==> src/rtl/branch_pc_unit_if.sv <==
//------------------------------------------------------------------------------
// branch_pc_unit_if
//   Groups the handshake and bus signals of branch_pc_unit.
//   master : decode/branch-resolution and fetch side (drives requests and stall,
//            observes the fetch PC)
//   slave  : branch_pc_unit itself
//   Signals:
//     stall     - freezes sequential PC advance
//     br_valid  - branch-resolution request valid
//     br_ready  - unit can accept a branch request
//     br_taken  - branch condition true, sampled only on handshake
//     br_off    - branch offset (OFF_W bits)
//     br_pc     - next-PC of the branch instruction
//     pc        - current fetch PC
//     pc_valid  - pc is a valid fetch address
//     flush     - high while squashing wrong-path fetches
//     taken_cnt - saturating count of accepted taken branches
//------------------------------------------------------------------------------
interface branch_pc_unit_if #(
    parameter int WIDTH = 16,
    parameter int OFF_W = 5,
    parameter int CNT_W = 8
) ();
    logic             stall;
    logic             br_valid;
    logic             br_ready;
    logic             br_taken;
    logic [OFF_W-1:0] br_off;
    logic [WIDTH-1:0] br_pc;
    logic [WIDTH-1:0] pc;
    logic             pc_valid;
    logic             flush;
    logic [CNT_W-1:0] taken_cnt;

    modport master (
        output stall, br_valid, br_taken, br_off, br_pc,
        input  br_ready, pc, pc_valid, flush, taken_cnt
    );

    modport slave (
        input  stall, br_valid, br_taken, br_off, br_pc,
        output br_ready, pc, pc_valid, flush, taken_cnt
    );
endinterface

==> src/rtl/branch_pc_unit.sv <==
//------------------------------------------------------------------------------
// branch_pc_unit
//   Registered program counter with branch redirect. Advances the fetch PC by
//   INSTR_BYTES per cycle, redirects to br_pc - INSTR_BYTES + ext(br_off) on an
//   accepted taken branch, then holds pc_valid low for FLUSH_CYCLES cycles
//   while flush is high. Counts accepted taken branches (saturating).
//   Ports:
//     clk   - rising-edge clock
//     rst_n - asynchronous active-low reset
//     bus   - branch_pc_unit_if.slave (request handshake, stall, fetch PC,
//             pc_valid, flush, taken_cnt)
//   All outputs are registers or decodes of the state register only.
//------------------------------------------------------------------------------
module branch_pc_unit #(
    parameter int WIDTH        = 16,
    parameter int OFF_W        = 5,
    parameter int OFF_SIGNED   = 0,
    parameter int INSTR_BYTES  = 2,
    parameter int FLUSH_CYCLES = 2,
    parameter int RESET_PC     = 0,
    parameter int CNT_W        = 8
) (
    input logic             clk,
    input logic             rst_n,
    branch_pc_unit_if.slave bus
);

    typedef enum logic [1:0] {
        S_BOOT  = 2'd0,
        S_RUN   = 2'd1,
        S_FLUSH = 2'd2
    } state_t;

    localparam logic [WIDTH-1:0] PC_RST   = WIDTH'(RESET_PC);
    localparam logic [WIDTH-1:0] PC_STEP  = WIDTH'(INSTR_BYTES);
    localparam logic [3:0]       FLUSH_LD = 4'(FLUSH_CYCLES);

    state_t           r_state;
    state_t           w_next_state;
    logic [WIDTH-1:0] r_pc;
    logic [3:0]       r_flush_cnt;
    logic [CNT_W-1:0] r_taken_cnt;

    logic             w_accept;
    logic             w_take;
    logic [WIDTH-1:0] w_off_ext;
    logic [WIDTH-1:0] w_target;

    // Acceptance depends only on state, so br_ready never needs the inputs.
    assign w_accept = (r_state == S_RUN) && bus.br_valid;
    assign w_take   = w_accept && bus.br_taken;

    always_comb begin
        if (OFF_SIGNED != 0) begin
            w_off_ext = WIDTH'($signed(bus.br_off));
        end else begin
            w_off_ext = WIDTH'(bus.br_off);
        end
    end

    // br_pc already points past the branch; back it off to the branch itself.
    assign w_target = bus.br_pc - PC_STEP + w_off_ext;

    //--------------------------------------------------------------------------
    // State register
    //--------------------------------------------------------------------------
    always_ff @(posedge clk or negedge rst_n) begin
        if (!rst_n) begin
            r_state <= S_BOOT;
        end else begin
            r_state <= w_next_state;
        end
    end

    //--------------------------------------------------------------------------
    // Next-state logic
    //--------------------------------------------------------------------------
    always_comb begin
        w_next_state = r_state;
        case (r_state)
            S_BOOT: begin
                w_next_state = S_RUN;
            end
            S_RUN: begin
                if (w_take && (FLUSH_CYCLES > 0)) begin
                    w_next_state = S_FLUSH;
                end
            end
            S_FLUSH: begin
                // <= 1 so a stray zero count can never wedge the unit.
                if (r_flush_cnt <= 4'd1) begin
                    w_next_state = S_RUN;
                end
            end
            default: begin
                w_next_state = S_BOOT;
            end
        endcase
    end

    //--------------------------------------------------------------------------
    // Output decode (state only)
    //--------------------------------------------------------------------------
    always_comb begin
        bus.br_ready = 1'b0;
        bus.pc_valid = 1'b0;
        bus.flush    = 1'b0;
        case (r_state)
            S_RUN: begin
                bus.br_ready = 1'b1;
                bus.pc_valid = 1'b1;
            end
            S_FLUSH: begin
                bus.flush = 1'b1;
            end
            default: begin
                bus.br_ready = 1'b0;
                bus.pc_valid = 1'b0;
                bus.flush    = 1'b0;
            end
        endcase
    end

    assign bus.pc        = r_pc;
    assign bus.taken_cnt = r_taken_cnt;

    //--------------------------------------------------------------------------
    // PC, flush counter and taken-branch counter
    //--------------------------------------------------------------------------
    always_ff @(posedge clk or negedge rst_n) begin
        if (!rst_n) begin
            r_pc        <= PC_RST;
            r_flush_cnt <= '0;
            r_taken_cnt <= '0;
        end else begin
            case (r_state)
                S_RUN: begin
                    if (w_take) begin
                        // Redirect wins over stall.
                        r_pc <= w_target;
                        if (r_taken_cnt != '1) begin
                            r_taken_cnt <= r_taken_cnt + 1'b1;
                        end
                        if (FLUSH_CYCLES > 0) begin
                            r_flush_cnt <= FLUSH_LD;
                        end
                    end else if (!bus.stall) begin
                        r_pc <= r_pc + PC_STEP;
                    end
                end
                S_FLUSH: begin
                    // PC parks on the target; countdown ignores stall.
                    if (r_flush_cnt != '0) begin
                        r_flush_cnt <= r_flush_cnt - 4'd1;
                    end
                end
                default: begin
                    r_pc <= r_pc;
                end
            endcase
        end
    end

endmodule

==> src/flat_wrapper.sv <==
// flat-port wrapper written by rule: the top's interface ports become plain ports
module branch_pc_unit_flat 
#(
    parameter int WIDTH        = 16,
    parameter int OFF_W        = 5,
    parameter int OFF_SIGNED   = 0,
    parameter int INSTR_BYTES  = 2,
    parameter int FLUSH_CYCLES = 2,
    parameter int RESET_PC     = 0,
    parameter int CNT_W        = 8
)
  (clk, rst_n, bus_stall, bus_br_valid, bus_br_taken, bus_br_off, bus_br_pc, bus_br_ready, bus_pc, bus_pc_valid, bus_flush, bus_taken_cnt);
  branch_pc_unit_if #(.WIDTH(WIDTH), .OFF_W(OFF_W), .CNT_W(CNT_W)) bus_i ();
  input logic clk;
  input logic rst_n;
  input wire logic [$bits(bus_i.stall)-1:0] bus_stall;
  input wire logic [$bits(bus_i.br_valid)-1:0] bus_br_valid;
  input wire logic [$bits(bus_i.br_taken)-1:0] bus_br_taken;
  input wire logic [$bits(bus_i.br_off)-1:0] bus_br_off;
  input wire logic [$bits(bus_i.br_pc)-1:0] bus_br_pc;
  output wire logic [$bits(bus_i.br_ready)-1:0] bus_br_ready;
  output wire logic [$bits(bus_i.pc)-1:0] bus_pc;
  output wire logic [$bits(bus_i.pc_valid)-1:0] bus_pc_valid;
  output wire logic [$bits(bus_i.flush)-1:0] bus_flush;
  output wire logic [$bits(bus_i.taken_cnt)-1:0] bus_taken_cnt;
  assign bus_i.stall = bus_stall;
  assign bus_i.br_valid = bus_br_valid;
  assign bus_i.br_taken = bus_br_taken;
  assign bus_i.br_off = bus_br_off;
  assign bus_i.br_pc = bus_br_pc;
  assign bus_br_ready = bus_i.br_ready;
  assign bus_pc = bus_i.pc;
  assign bus_pc_valid = bus_i.pc_valid;
  assign bus_flush = bus_i.flush;
  assign bus_taken_cnt = bus_i.taken_cnt;
  branch_pc_unit #(.WIDTH(WIDTH), .OFF_W(OFF_W), .OFF_SIGNED(OFF_SIGNED), .INSTR_BYTES(INSTR_BYTES), .FLUSH_CYCLES(FLUSH_CYCLES), .RESET_PC(RESET_PC), .CNT_W(CNT_W)) u_core (.clk(clk), .rst_n(rst_n), .bus(bus_i));
endmodule
==> config.mk <==
export PLATFORM = sky130hd
export DESIGN_NAME = branch_pc_unit_flat
export DESIGN_NICKNAME = d
export VERILOG_FILES = /design/src/rtl/branch_pc_unit_if.sv /design/src/rtl/branch_pc_unit.sv /design/src/flat_wrapper.sv
export SDC_FILE = /design/constraint.sdc
export NUM_CORES = 1
export LEC_CHECK = 0
export BUFFER_PORTS_ARGS = -buffer_cell sky130_fd_sc_hd__buf_4
export CORE_UTILIZATION = 45
export CTS_CLUSTER_DIAMETER = 30
export DETAILED_ROUTE_END_ITERATION = 8
export GPL_TIMING_DRIVEN = 0
export PLACE_DENSITY = 0.75
export SLEW_MARGIN = 10
export SYNTH_ARGS = -nofsm -noshare
export SYNTH_HDL_FRONTEND = slang
export SYNTH_SLANG_ARGS = --single-unit
==> constraint.sdc <==
create_clock -name clk -period 2.1 [get_ports clk]
set_input_delay 0.105 -clock clk [delete_from_list [all_inputs] [get_ports clk]]
set_output_delay 0.105 -clock clk [all_outputs]
set_load 0.01 [all_outputs]
* Word-level counts from Yosys, hierarchy flattened
Cells that the tools add are included.
** Storage, ports and cells
- Register bits :: 30
- Input port bits :: 26
** Operators by class
- Eq/ne operators :: 7
- Mux-type cells :: 10
- Add/sub/neg operators :: 5
- Order comparisons :: 1
- Reduce and logical (&&, ||, !) cells :: 9
** Operators with widths (count)
- $mux 16 :: 2
- $add 16x2->16 const B :: 1
- $add 16x5->16 :: 1
- $sub 16x2->16 const B :: 1
- $add 8x1->8 const B :: 1
- $mux 4 :: 2
- $ne 2x1->1 const B :: 4
- $ne 8x8->1 const B :: 1
- $pmux 4 s2 :: 1
- $pmux 2 s3 :: 1
- $reduce_and 3->1 :: 2
- $le 4x1->1 const B :: 1
- $mux 2 :: 2
- $reduce_and 2->1 :: 2
- $reduce_bool 4->1 :: 1
- $sub 4x1->4 const B :: 1
- $eq 2x1->1 const B :: 1
- $eq 2x2->1 const B :: 1
- $logic_and 1x1->1 :: 2
- $logic_not 2->1 :: 1
- $mux 1 :: 2
- $reduce_bool 2->1 :: 1

* Logic depth before layout (Yosys ltp)
Gate-level depths: netlist of the first run.
- Depth after elaboration :: 5
- Mapped depth :: 12
- Gate-level depth less buffers :: 12

* Least setup slack after synthesis of the first run
No wires, ideal clock.
- Path kind :: input -> register
- Start :: in bus_br_pc[1]
- End :: reg u_core.r_pc[13], in the netlist u_core.bus.pc[13]
- Stages on the path :: 12
- Data required time :: 2001 ps
- Library setup time :: 99 ps
- Data arrival time :: 2215 ps
- Buffers on the path :: 0
- Slack :: -215 ps
- Cell sequence :: inv_1 > ha_1 > inv_1 > ha_1 > inv_1 > fa_1 > nor2b_1 > o31a_1 > o31a_1 > o311ai_2 > a221o_1 > a311oi_1
** Between the ends
- Cells in the longest elaborated chain, start to end :: 3
** RTL lines
- start: declaration :: RTL line flat_wrapper.sv:20 : input wire logic [$bits(bus_i.br_pc)-1:0] bus_br_pc;
- $sub 16x2->16 :: RTL line branch_pc_unit.sv:62 : assign w_target = bus.br_pc - PC_STEP + w_off_ext;
- $add 16x5->16 :: RTL line branch_pc_unit.sv:62
- $mux 16 :: RTL line branch_pc_unit.sv:138 : if (w_take) begin
- end signal: assignment :: RTL line branch_pc_unit.sv:140 : r_pc <= w_target;
- end signal: assignment :: RTL line branch_pc_unit.sv:148 : r_pc <= r_pc + PC_STEP;
- end signal: assignment :: RTL line branch_pc_unit.sv:158 : r_pc <= r_pc;
- end: declaration :: RTL line branch_pc_unit.sv:40 : logic [WIDTH-1:0] r_pc;
Every way passes these cells.
A chain may end at the register's enable or synchronous reset.

* Worst setup path in the final report of the first run
- Start :: in bus_br_pc[1]
- End :: reg u_core.r_pc[11], in the netlist u_core.bus.pc[11]
Same word-level chain as after synthesis.

==> results of run 1 <==
## layer usage
metal  global-route usage  vias to the layer above  part of all wire
met5                    0                        -                 0
met4               0.0673                        0            0.0078
met3               0.0333                        4             0.042
met2                0.367                       70              0.50
met1                0.256                     1126              0.45
li1                     -                     1227                 -
## tightest hold or removal path, delay by kind of cell
family | cells | cell delay (ps)
buffers and inverters | 1 | 80
and+or+nand+nor | 2 | 90
adders and majority gates | 1 | 100
## flip-flops by register name, summed over array words and instances (netlist names)
name and cells:
u_core.bus.pc 16, u_core.bus.taken_cnt 8, u_core.r_flush_cnt 4, u_core.r_state 2
## cells in the mapped netlist, types with 2 or more instances
cell type	count	area share
a21oi_1	20	0.040
nand2_1	29	0.043
a21o_1	4	0.012
buf_4	3	0.0090
and3_1	3	0.0075
nand3_1	10	0.020
nor2_1	23	0.034
o31a_1	3	0.010
a211oi_1	3	0.0090
a22o_1	2	0.0070
xnor2_1	10	0.035
nand3b_1	2	0.0060
dfrtp_1	30	0.30
and2_1	2	0.0050
clkbuf_1	3	0.0045
nor2b_1	2	0.0050
o31ai_1	2	0.0060
a221o_1	2	0.0080
a311oi_1	2	0.0070
xor2_1	10	0.035
o21a_1	2	0.0060
o211ai_1	2	0.0060
nand2b_1	3	0.0075
nor3_1	6	0.012
a31oi_1	3	0.0075
o21ai_1	10	0.020
nand4_1	8	0.020
mux2i_1	2	0.0080
or3_1	2	0.0050
o21ai_0	10	0.020
ha_1	27	0.13
inv_1	33	0.049
## final cells by class
| type | count | area, um2 | area share |
|---|---|---|---|
| plain buffers | 6 | 33.8 | 0.0100 |
| well taps | 70 | 87.6 | 0.0260 |
| clock buffers | 7 | 86.3 | 0.0257 |
| flip-flops and latches | 30 | 753 | 0.224 |
| multi-input cells | 230 | 1720 | 0.511 |
| clock inverters | 1 | 5.00 | 0.00149 |
| repair buffers | 70 | 539 | 0.160 |
| inverters | 34 | 140 | 0.0416 |
## cells by family (layout without fill, tap and decap cells)
| group | count (synthesis) | after routing | synth area share |
|---|---|---|---|
| buffers and inverters | 40 | 118 | 0.0642 |
| flip-flops | 30 | 30 | 0.299 |
| AND/OR/NAND/NOR | 101 | 101 | 0.204 |
| adder cells (fa/ha/maj) | 28 | 28 | 0.142 |
| AO/OA/AOI/OAI | 77 | 77 | 0.204 |
| multiplexers | 4 | 4 | 0.0169 |
| XOR/XNOR | 20 | 20 | 0.0697 |
## through the flow
step	hold slack, ps	TNS, ps
final	138	0
after global routing	139	-50.7
after CTS	121	0
after detailed placement	58.0	-1770
after global placement	55.1	-1530
after floorplan	-191	-215
## path summary, 6_finish.rpt
kind / slack, ps / end / from
setup reg to reg: 60 / u_core.bus.pc[14] / u_core.bus.pc[1]
hold reg to reg: 510 / u_core.bus.taken_cnt[7] / u_core.bus.taken_cnt[7]
setup / recovery: 60 / u_core.bus.pc[11] / bus_br_pc[1]
max in group asynchronous: 1500 / u_core.bus.pc[4] / rst_n
hold / removal: 140 / u_core.bus.pc[0] / bus_br_off[0]
min in group asynchronous: 300 / u_core.bus.taken_cnt[6] / rst_n
## timing repair
item | in CTS | in global routing
hold endpoints to repair | 30 | 0
endpoints found under the setup margin | 6 | 7
hold buffers | 1 | 0
buffers inserted | 6 | 11
pin swaps | 3 | 4
resized for setup | 8 | 11
## power breakdown
group | total (mW) | internal, mW | switching, mW
clock | 0.473 | 0.264 | 0.209
sequential | 1.10 | 0.816 | 0.281
combinational | 2.02 | 0.994 | 1.03
total | 3.59 | 2.07 | 1.52
==> reports/qor.log, run 1 <==
qor: status.run_status complete, no violations
qor: floorplan.die_width 76.7 um
qor: worst_setup_path.timing.critical_path.buf_inv 4
qor: sta.clock-skew-final 7.75 ps
qor: power.irDropWorstVdd 0.474 mV
qor: clocking.root_buffer clkbuf_8
qor: sta.min_period 2040 ps
qor: power.pwr_density_cell 1070 nW/um2
qor: placement.routability_driven_placement_congestion_ratio 0.839
qor: floorplan.die_height 76.7 um
qor: worst_setup_path.setup.worst_path.start_class primary input
qor: final_layout.post-route-util 0.643
qor: logic_synthesis.mappedNetlistArea 2510 um2
qor: worst_setup_path.crit_path_top_delay_cell or3_4
qor: floorplan.floorplan_row_count 26
qor: worst_setup_path.critical_path.max_stage_delay 360 ps
qor: logic_synthesis.synth_cells 300
qor: final_layout.postLayoutCellArea 3370 um2
qor: final_layout.layout.cells.most_common buf_4
qor: clocking.cts.reportedPaths.clkPinSlew 70 ps
qor: logic_synthesis.synth.yosys.warnings 0
qor: final_layout.stdcell_count 448
qor: placement.placed_cells 422
qor: sta.fmaxAchievable 490 MHz
qor: final_layout.most-common-layout-cells buf_4, nand2_1, inv_1, dfrtp_1
qor: flow_run.drv.max_cap_violation_count 0
qor: sta.post-route-period-util 0.972
qor: worst_setup_path.worst_path_required 2250 ps
qor: worst_hold_path.timing.hold.worst.class in -> reg
qor: logic_synthesis.synth-edff-count 0
qor: global_route.antenna_found_initial 0
qor: placement.place_ws -403 ps
qor: sta.timing_hold_violations_final 0
qor: sta.setup_ws 57.8 ps
qor: final_layout.fillerInstances 452
qor: drt.drt_drc_violations_left 0
qor: sta.final-max-slew-violation-count 0
qor: placement.placement.cell_area 3050 um2
qor: drt.final_antenna_net_count 0
qor: logic_synthesis.ys_dominant_reg_cell dfrtp_1
qor: global_route.grt_overflow_total 0
qor: worst_setup_path.critical_path.max_fanout 2
qor: placement.detailed_place_hpwl 4.31 mm
qor: worst_setup_path.arrival_time_of_the_worst_setup_path 2200 ps
qor: clocking.cts_tree done
qor: drt.wl_per_cell 13.7 um
qor: logic_synthesis.synth.distinct_cells 59
qor: logic_synthesis.synthesis.nets 354
qor: drt.num_vias 2,427
qor: global_route.first_pass_grt_wire_length 9.99 mm
qor: logic_synthesis.synth_sequential_area_ratio 0.299
qor: floorplan.design.die.area 5890 um2
qor: floorplan.io_pins 53
qor: global_route.grt_start_max_net_pins 31
qor: global_route.first_global_vias 2,276
qor: worst_setup_path.crit_path_cell_trace buf_8 -> inv_8 -> ha_4 -> inv_2 -> ha_4 -> inv_2 -> fa_2 -> nor2b_2 -> o31a_1 -> o31a_1 -> or3_4 -> a32oi_1 -> o211ai_1
qor: final_layout.insertedDiodeCount 0
qor: worst_setup_path.worst_path_dominant_cell_family compound AO/OA/AOI/OAI gates
qor: floorplan.initial_utilization 0.480
qor: logic_synthesis.synthesis.area_per_instance 8.37 um2
qor: clocking.tritoncts.num_buffers 5
qor: drt.route.final.wire_length 6.12 mm
qor: clocking.cts_max_level 2
qor: power.post-layout-total-power 3.59 mW
qor: sta.maxSlewHeadroom 0.690
qor: drt.first_iter_violations 148
qor: worst_setup_path.timing.setup.critical_path_class in -> reg
qor: final_layout.area_delta_synth_final 34.0%
qor: drt.via_per_inst 5.42
qor: clocking.clock_latency 280 ps
qor: sta.timing.final.setup_violations 0
qor: clocking.cts_max_path_buffers 2
qor: logic_synthesis.asyncSetResetFlopFracSynth 1.00
qor: worst_setup_path.ff2ff_path_depth 6
qor: floorplan.fp.coreArea 5240 um2
qor: placement.io_buffers 52
qor: logic_synthesis.ys_seq_elements 30
qor: final_layout.nets 431
qor: final_layout.layout-drive-gt1-share 0.294
qor: global_route.track_usage 0.208
qor: drt.detailed_routing_iteration_count_for_the_pre_antenna_repair_pass 6
qor: clocking.clock_sink_count 30
qor: worst_setup_path.critical_path_stages 13
qor: sta.rsz0062_at_grt true
qor: worst_setup_path.endpoint_class_of_the_critical_path flip-flop
qor: sta.worstMarginPinSlew 465 ps
qor: worst_hold_path.holdPathStages 4
qor: power.static-leakage-power 1.60 nW
No activity file was read; power rests on OpenSTA's default activity.
==> run 2, diff against run 1 <==
CELL_PAD_IN_SITES_DETAIL_PLACEMENT = 1   (was unset)
CELL_PAD_IN_SITES_GLOBAL_PLACEMENT = 1   (was unset)
CORE_UTILIZATION = 37   (was 45)
PLACE_DENSITY = 0.82   (was 0.75)
clock period = 1.85 ns   (was 2.1 ns; I/O delays follow)
==> run 2 against run 1 <==
Against the previous run: the run now ends with DRC, setup timing left; register-to-register slack worse by 240 ps; design area is 5.4% higher; clock skew is 2.5 ps lower; final cell count is 3.1% higher; clock power is 40% higher; first-iteration DRC count is 24% lower; hold slack better by 23 ps; power is 26% higher; worst setup slack worse by 290 ps; largest cell class unchanged.
==> reports/qor.log, run 2 (synthesis results as in run 1) <==
qor: status.run_status finished, violations left
qor: status.violated_checks DRC, setup timing
qor: drt.first_iter_violations 113 [-24%]
qor: floorplan.fp.coreArea 6460 um2 [+23%]
qor: placement.detailed_place_hpwl 5.12 mm [+19%]
qor: final_layout.stdcell_count 462 [+3.1%]
qor: final_layout.post-route-util 0.549 [-0.0936]
qor: placement.routability_driven_placement_congestion_ratio 0.848 [+1.1%]
qor: sta.timing.final.setup_violations 5 [+5]
qor: drt.detailed_routing_iteration_count_for_the_pre_antenna_repair_pass 6 [unchanged]
qor: clocking.cts.reportedPaths.clkPinSlew 70 ps [about the same]
qor: final_layout.layout.cells.most_common buf_4
qor: sta.min_period 2080 ps
qor: sta.maxSlewHeadroom 0.729 [+0.0391]
qor: worst_setup_path.endpoint_class_of_the_critical_path flip-flop
qor: sta.clock-skew-final 5.25 ps [-2.50 ps]
qor: sta.rsz0062_at_grt true
qor: drt.final_antenna_net_count 0 [unchanged]
qor: worst_setup_path.critical_path.max_fanout 4 [+2]
qor: clocking.clock_sink_count 30 [unchanged]
qor: global_route.track_usage 0.208 [+0.000479]
qor: placement.placed_cells 429 [+1.7%]
qor: worst_setup_path.arrival_time_of_the_worst_setup_path 2240 ps [+40 ps]
qor: sta.post_route_hold_slack 161 ps [+23.4 ps]
qor: placement.placement.cell_area 3060 um2 [+0.41%]
qor: sta.final-max-slew-violation-count 0 [unchanged]
qor: global_route.first_pass_grt_wire_length 11.9 mm [+19%]
qor: sta.post-route-period-util 1.13
qor: worst_hold_path.timing.hold.worst.class in -> reg
qor: floorplan.design.die.area 7120 um2 [+21%]
qor: drt.via_per_inst 5.61 [+3.5%]
qor: sta.timing_hold_violations_final 0 [unchanged]
qor: final_layout.layout-drive-gt1-share 0.358 [+0.0648]
qor: worst_setup_path.timing.setup.critical_path_class in -> reg
qor: drt.drt_drc_violations_left 4 [+4]
qor: clocking.cts_max_level 2 [unchanged]
qor: floorplan.die_width 84.4 um [+10%]
qor: final_layout.nets 438 [+1.6%]
qor: power.pwr_density_cell 1270 nW/um2 [+19%]
qor: final_layout.most-common-layout-cells buf_4, nand2_1, inv_1
qor: worst_setup_path.setup.worst_path.start_class primary input
qor: global_route.grt_start_max_net_pins 31 [unchanged]
qor: global_route.first_global_vias 2,490 [+9.4%]
qor: sta.setup_ws -235 ps [-293 ps]
qor: drt.wl_per_cell 17.3 um [+27%]
qor: clocking.root_buffer clkbuf_8
qor: clocking.clock_latency 280 ps [about the same]
qor: power.post-layout-total-power 4.51 mW [+26%]
qor: final_layout.insertedDiodeCount 0 [unchanged]
qor: drt.route.final.wire_length 8.00 mm [+31%]
qor: power.irDropWorstVdd 0.534 mV [+13%]
qor: sta.fmaxAchievable 480 MHz
qor: floorplan.floorplan_row_count 29 [+12%]
qor: clocking.cts_max_path_buffers 2 [unchanged]
qor: global_route.grt_overflow_total 0 [unchanged]
qor: global_route.antenna_found_initial 0 [unchanged]
qor: clocking.cts_tree done
qor: final_layout.postLayoutCellArea 3550 um2 [+5.4%]
qor: floorplan.die_height 84.4 um [+10%]
qor: drt.num_vias 2,590 [+6.7%]
qor: floorplan.io_pins 53 [unchanged]
qor: floorplan.initial_utilization 0.389 [-0.0907]
qor: sta.worstMarginPinSlew 402 ps [-62.3 ps]
qor: final_layout.area_delta_synth_final 41.1%
qor: worst_setup_path.worst_path_required 2010 ps [-240 ps]
qor: placement.io_buffers 52 [unchanged]
qor: clocking.tritoncts.num_buffers 5 [unchanged]
qor: power.static-leakage-power 1.67 nW [+4.3%]
qor: final_layout.largest_register_ffs 16 [unchanged]
qor: flow_run.drv.max_cap_violation_count 0 [unchanged]
==> run 2: area by class of cell <==
type,count,area (um2)
Tap cell,77,96.3
Multi-Input combinational cell,230,1800
Buffer,6,36.3
Sequential cell,30,761
Fill cell,770,2910
Timing Repair Buffer,77,603
Clock buffer,5,68.8
Inverter,34,143
Clock inverter,3,40.0
==> run 2: per-layer routing <==
metal / global-route usage / up-vias / part of all wire
met4: 0.0601 / 0 / 0.014
met2: 0.375 / 52 / 0.53
met1: 0.260 / 1296 / 0.44
met3: 0.0295 / 9 / 0.026
met5: 0 / - / 0
li1: - / 1233 / -
==> run 2: final timing paths <==
kind / from / to / slack (ps) / cells after the start
setup / recovery: bus_br_pc[3] / u_core.bus.pc[11] / -230 / 11
hold / removal: bus_br_off[0] / u_core.bus.pc[0] / 160 / 4
setup reg to reg: u_core.bus.pc[2] / u_core.bus.pc[13] / -180 / 7
hold reg to reg: u_core.bus.taken_cnt[6] / u_core.bus.taken_cnt[6] / 500 / 1
max in group asynchronous: rst_n / u_core.bus.pc[11] / 1250 / 2
min in group asynchronous: rst_n / u_core.bus.taken_cnt[5] / 280 / 2
==> run 2: worst max-delay path, stage by stage <==
cell and delay, ps:
buf_4 80, inv_1 40, ha_1 280, inv_2 50, ha_4 250, nor2b_2 160
o31a_1 260, o31a_1 290, or3_4 400, a32oi_1 220, o211ai_1 110
==> run 2: through the flow <==
stage / TNS [ps] / worst slack, ps
final: -916 / -235
after global routing: -1570 / -339
after CTS: -680 / -201
after detailed placement: -5120 / -684
after global placement: -4380 / -637
after floorplan: -1370 / -318
==> run 2: what timing repair did <==
item | CTS | global route
gates resized for setup | 25 | 22
setup endpoints to repair | 17 | 14
buffers inserted | 13 | 12
pin swaps | 18 | 19
endpoints found under the hold margin | 30 | 0
hold buffers | 1 | 0
cloned | 0 | 0
==> run 2: power by group <==
group / switching (mW) / internal, mW
combinational: 1.33 / 1.23
sequential: 0.347 / 0.939
clock: 0.266 / 0.396
total: 1.95 / 2.56
